<file path="src/rtl/arp_step_sequencer.sv">
// Arpeggiator note source: steps through a small writable table of period words
// at a fixed tempo and presents the current word with a one-cycle new-note strobe.
module arp_step_sequencer #(
    parameter int N_SLOTS    = 4,
    parameter int IDX_W      = 2,
    parameter int PERIOD_W   = 32,
    parameter int STEP_TICKS = 10000000
) (
    input  logic                CLK,
    input  logic                RST_N,
    input  logic                WR_EN,
    input  logic [IDX_W-1:0]    WR_ADDR,
    input  logic [PERIOD_W-1:0] WR_DATA,
    input  logic [1:0]          MODE,
    input  logic                RUN,
    output logic [PERIOD_W-1:0] PITCH,
    output logic                NOTE_STB,
    output logic [IDX_W-1:0]    STEP_IDX,
    output logic                GATE
);
    localparam int               CNT_W    = $clog2(STEP_TICKS);
    localparam logic [CNT_W-1:0] CNT_LAST = CNT_W'(STEP_TICKS - 1);
    localparam logic [IDX_W-1:0] IDX_LAST = IDX_W'(N_SLOTS - 1);
    localparam logic [IDX_W:0]   SLOTS    = (IDX_W+1)'(N_SLOTS);

    localparam logic [1:0] MODE_UP   = 2'b00;
    localparam logic [1:0] MODE_DOWN = 2'b01;
    localparam logic [1:0] MODE_UPDN = 2'b10;

    typedef enum logic {IDLE, PLAY} state_t;

    state_t              state, state_nxt;
    logic [CNT_W-1:0]    cnt, cnt_nxt;
    logic [IDX_W-1:0]    idx, idx_nxt;
    logic                up, up_nxt;
    logic                load;
    logic                stb;
    logic [PERIOD_W-1:0] pitch;
    logic [PERIOD_W-1:0] table_q [N_SLOTS];

    // Returns {direction_up, next_index}; index wraps modulo N_SLOTS.
    function automatic logic [IDX_W:0] advance(input logic [IDX_W-1:0] cur,
                                               input logic [1:0]       mode,
                                               input logic             dir_up);
        logic [IDX_W-1:0] nidx;
        logic             nup;
        nidx = cur;
        nup  = dir_up;
        if (N_SLOTS > 1) begin
            case (mode)
                MODE_UP: begin
                    nidx = (cur == IDX_LAST) ? '0 : cur + 1'b1;
                    nup  = 1'b1;
                end
                MODE_DOWN: begin
                    nidx = (cur == '0) ? IDX_LAST : cur - 1'b1;
                    nup  = 1'b0;
                end
                MODE_UPDN: begin
                    // At an endpoint always move inward, otherwise keep going.
                    if (cur == '0)
                        nup = 1'b1;
                    else if (cur == IDX_LAST)
                        nup = 1'b0;
                    nidx = nup ? cur + 1'b1 : cur - 1'b1;
                    if (nidx == IDX_LAST)
                        nup = 1'b0;
                    else if (nidx == '0)
                        nup = 1'b1;
                end
                default: ;
            endcase
        end else begin
            nidx = '0;
        end
        return {nup, nidx};
    endfunction

    always_comb begin
        state_nxt = state;
        cnt_nxt   = cnt;
        idx_nxt   = idx;
        up_nxt    = up;
        load      = 1'b0;
        case (state)
            IDLE: begin
                cnt_nxt = '0;
                if (RUN) begin
                    state_nxt = PLAY;
                    load      = 1'b1;
                    idx_nxt   = (MODE == MODE_DOWN) ? IDX_LAST : '0;
                    up_nxt    = (MODE != MODE_DOWN);
                end
            end
            PLAY: begin
                // Stopping wins over a step event in the same cycle.
                if (!RUN) begin
                    state_nxt = IDLE;
                    cnt_nxt   = '0;
                end else if (cnt == CNT_LAST) begin
                    cnt_nxt           = '0;
                    load              = 1'b1;
                    {up_nxt, idx_nxt} = advance(idx, MODE, up);
                end else begin
                    cnt_nxt = cnt + 1'b1;
                end
            end
            default: state_nxt = IDLE;
        endcase
    end

    // Pitch reads the table before a same-edge write lands, so a colliding write is heard next visit.
    always_ff @(posedge CLK or negedge RST_N) begin
        if (!RST_N) begin
            state <= IDLE;
            cnt   <= '0;
            idx   <= '0;
            up    <= 1'b1;
            stb   <= 1'b0;
            pitch <= '0;
        end else begin
            state <= state_nxt;
            cnt   <= cnt_nxt;
            idx   <= idx_nxt;
            up    <= up_nxt;
            stb   <= load;
            if (load)
                pitch <= table_q[idx_nxt];
        end
    end

    always_ff @(posedge CLK or negedge RST_N) begin
        if (!RST_N) begin
            for (int i = 0; i < N_SLOTS; i++)
                table_q[i] <= '0;
        end else if (WR_EN && ({1'b0, WR_ADDR} < SLOTS)) begin
            table_q[WR_ADDR] <= WR_DATA;
        end
    end

    assign PITCH    = pitch;
    assign NOTE_STB = stb;
    assign STEP_IDX = idx;
    assign GATE     = (state == PLAY) && (pitch != '0);

endmodule

</file>
<file path="config.mk">
export PLATFORM = sky130hd
export DESIGN_NAME = arp_step_sequencer
export DESIGN_NICKNAME = d
export VERILOG_FILES = /design/src/rtl/arp_step_sequencer.sv
export SDC_FILE = /design/constraint.sdc
export NUM_CORES = 1
export LEC_CHECK = 0
export BUFFER_PORTS_ARGS = -buffer_cell sky130_fd_sc_hd__clkbuf_2
export CAP_MARGIN = 20
export CORE_MARGIN = 1
export CORE_UTILIZATION = 60
export DETAILED_ROUTE_END_ITERATION = 10
export PLACE_DENSITY = 0.8
export SYNTH_ARGS = -nofsm -noshare
export SYNTH_HDL_FRONTEND = slang
export SYNTH_SLANG_ARGS = --single-unit
</file>
<file path="constraint.sdc">
create_clock -name CLK -period 4.45 [get_ports CLK]
set_input_delay 1.1125 -clock CLK [delete_from_list [all_inputs] [get_ports CLK]]
set_output_delay 1.1125 -clock CLK [all_outputs]
set_load 0.01 [all_outputs]
</file>
==> metrics.cfg <==
[drt]
drt-total-wl_mm=17.49
first_pass_iters=5
vias_per_cell=6.025
vias=5362
drc=0
wire_per_inst_um=19.65
ant_nets=0
drtIter0Drc=255

[die]
initial_utilization_pct=61.19
ios=76
core_um2=13830
fp.dieW_um=120.7
rows=43
dieArea_um2=14580
die_height_um=120.7

[power_and_ir_drop]
powerDensity_nw_per_um2=464.7
vdd_ir_drop_max_mv=0.2834
power_w=0.004460
leakagePower_nw=4.121

[cells_and_area]
drive_gt1_share_pct=38.87
seq_area_um2=4731
multiInputGateArea_um2=3570
n_fill_cell=949
areaGrowthSynthToFinish_pct=13.46
antenna_cells=0
nNetsFinal=741

[place]
port_buffers=75
gp_congestion=0.8334
dpl_worst_slack_ns=1.056
post-dp-hpwl_mm=10.66

[clocking]
clk_pin_slew_ns=0.07
clk_path_buf_depth=2
clock_latency_ns=0.43
numCtsBuffers=17
postCtsHoldBufs=0
cts_tree=done
cts_resized=0
htree_levels=4
cts_root_buf=clkbuf_16
post-cts-setup-buffers=0
cts_sinks=189

[sta]
fmax_mhz=302.4
fin_crit_sh_pct=74.30
fin_skew_ns=0.007097
worst_slack_ns=1.144
slew_violations=0
fin_crit_ns=3.306
worstMarginPinSlew_ns=0.8927
rsz0062_at_grt=false
setup_viol=0
timing_hold_violations_final=0
tns_ns=0
slew_headroom_pct=40.32

[critical_path]
cp_max_fo=20
worstSetupStartpointType=flop
worstSetupPathType=flop to flop
worstPathArrival_ns=3.59
crit_required_ns=4.73
worstSetupEndpointType=flop

[global_routing]
gr-total-overflow=0
grt_pass1_wl_mm=28.88
grt_usage_pct=25.86
grt_max_degree=124
antenna_found_initial=0
first_global_vias=5782

[hold_path]
min-delay-path-class=flop to flop

[synthesis]
synth_cells=628
yosysWarnings=0
netlist_area_um2=8461
yosysSeqAreaShare_pct=55.92
synth.avg_cell_area_um2=13.47
synth_cell_types=45
synth_top_flop_cell=dfrtp_1
synthArstFlopShare_pct=100.0
synth_nets=671
synth-seq-cells=189
synth_edf_count=0

[status]
status=finished clean

[job]
drv_cap=0

-- flip-flops by register name, indices dropped and copies added (netlist names) --
register  cells
table_q     128
PITCH        32
cnt          24
STEP_IDX      2
NOTE_STB      1
state         1
up            1
-- worst max-delay path, cell delays in order (launching register included) --
cell and delay (ns):
dfrtp_1 0.43, nor4b_1 0.39, nand4_1 0.21, or3_4 0.45, a311oi_1 0.51, or3_2 0.71, buf_4 0.33, o221ai_2 0.11
-- logic make-up (layout without fill, tap and decap cells) --
group	count (synthesis)	after routing	share of synthesized area, %
adders and majority gates	3	3	0.4437
buffers and inverters	41	123	2.248
xor gates and xnor gates	21	21	2.174
DFF	189	189	55.92
AOI/OAI and AO/OA	49	49	6.995
muxes	193	193	24.73
and+or+nand+nor	132	132	7.498
-- stage by stage --
step | util, % | hold WS [ns] | area (µm²) | std cells
detailed placement | 65.33 | 0.4535 | 9034 | 859
finish | 69.42 | 0.4560 | 9599 | 890
global placement | 65.33 | 0.4403 | 9034 | 859
CTS | 69.42 | 0.4625 | 9599 | 890
global route | 69.42 | 0.5056 | 9599 | 890
floorplan | - | 0.4239 | 8461 | 628
-- Yosys cell counts, drive strengths merged, types with 9 or more instances --
master	count	area (µm²)
buf	17	98.84
clkbuf	17	65.06
dfrtp	188	4705
mux2	128	1441
mux2i	65	650.6
nand2	47	176.4
nand3	9	45.04
nand4	9	56.30
nor2	32	120.1
nor4	9	56.30
o221ai	33	476.7
xnor2	11	96.34
xor2	10	87.58
-- per-layer routing --
layer  GRT usage (%)  share of wire (%)
met1           31.46                 42
met2           45.11                 52
met3           5.000                4.2
met4           10.65                2.1
met5               0                  0
-- area by class of cell --
type	count	area share [%]
clock buffer	26	5.305
clock inverter	5	0.5865
inverter	7	0.2737
multi-input combinational	398	37.19
sequential	189	49.28
tap	180	2.346
timing repair buffer	85	5.018
-- where the power goes --
part | leakage (nW) | switching, W | internal [W]
Clock | 0.276 | 0.000609 | 0.000843
Sequential | 2.31 | 0.000196 | 0.00202
Combinational | 1.54 | 0.000392 | 0.000402
-- placed cells by master (no fill, tap or decap), types with 2 or more instances in the layout --
cell type / instances
nor3_1: 3
xnor2_1: 11
clkbuf_1: 4
and2_1: 2
nor4_1: 9
dfrtp_1: 188
mux2_2: 128
ha_1: 3
buf_4: 8
clkinv_2: 2
inv_1: 7
nor2_1: 32
nand4_1: 9
o21ai_0: 3
a311o_1: 2
xor2_1: 10
clkbuf_2: 74
buf_12: 2
nand3_1: 9
nand2_1: 47
clkbuf_8: 5
a21oi_1: 2
nand3b_1: 2
and4_1: 2
nand2b_1: 4
clkbuf_16: 17
mux2i_1: 64
o221ai_2: 30
o221ai_1: 3
and3_1: 5
-- worst paths after layout --
check                            endpoint  startpoint  cells after the start  slack (ns)
worst max-delay path            PITCH[29]      cnt[8]                      7        1.14
worst min-delay path               cnt[0]      cnt[0]                      1        0.46
worst max register to register  PITCH[29]      cnt[8]                      7        1.14
worst min register to register     cnt[0]      cnt[0]                      1        0.46
max in group asynchronous       PITCH[29]       RST_N                      2        2.72
min in group asynchronous         cnt[15]       RST_N                      1        0.67
Note: power is estimated with default switching activity, not from simulation.
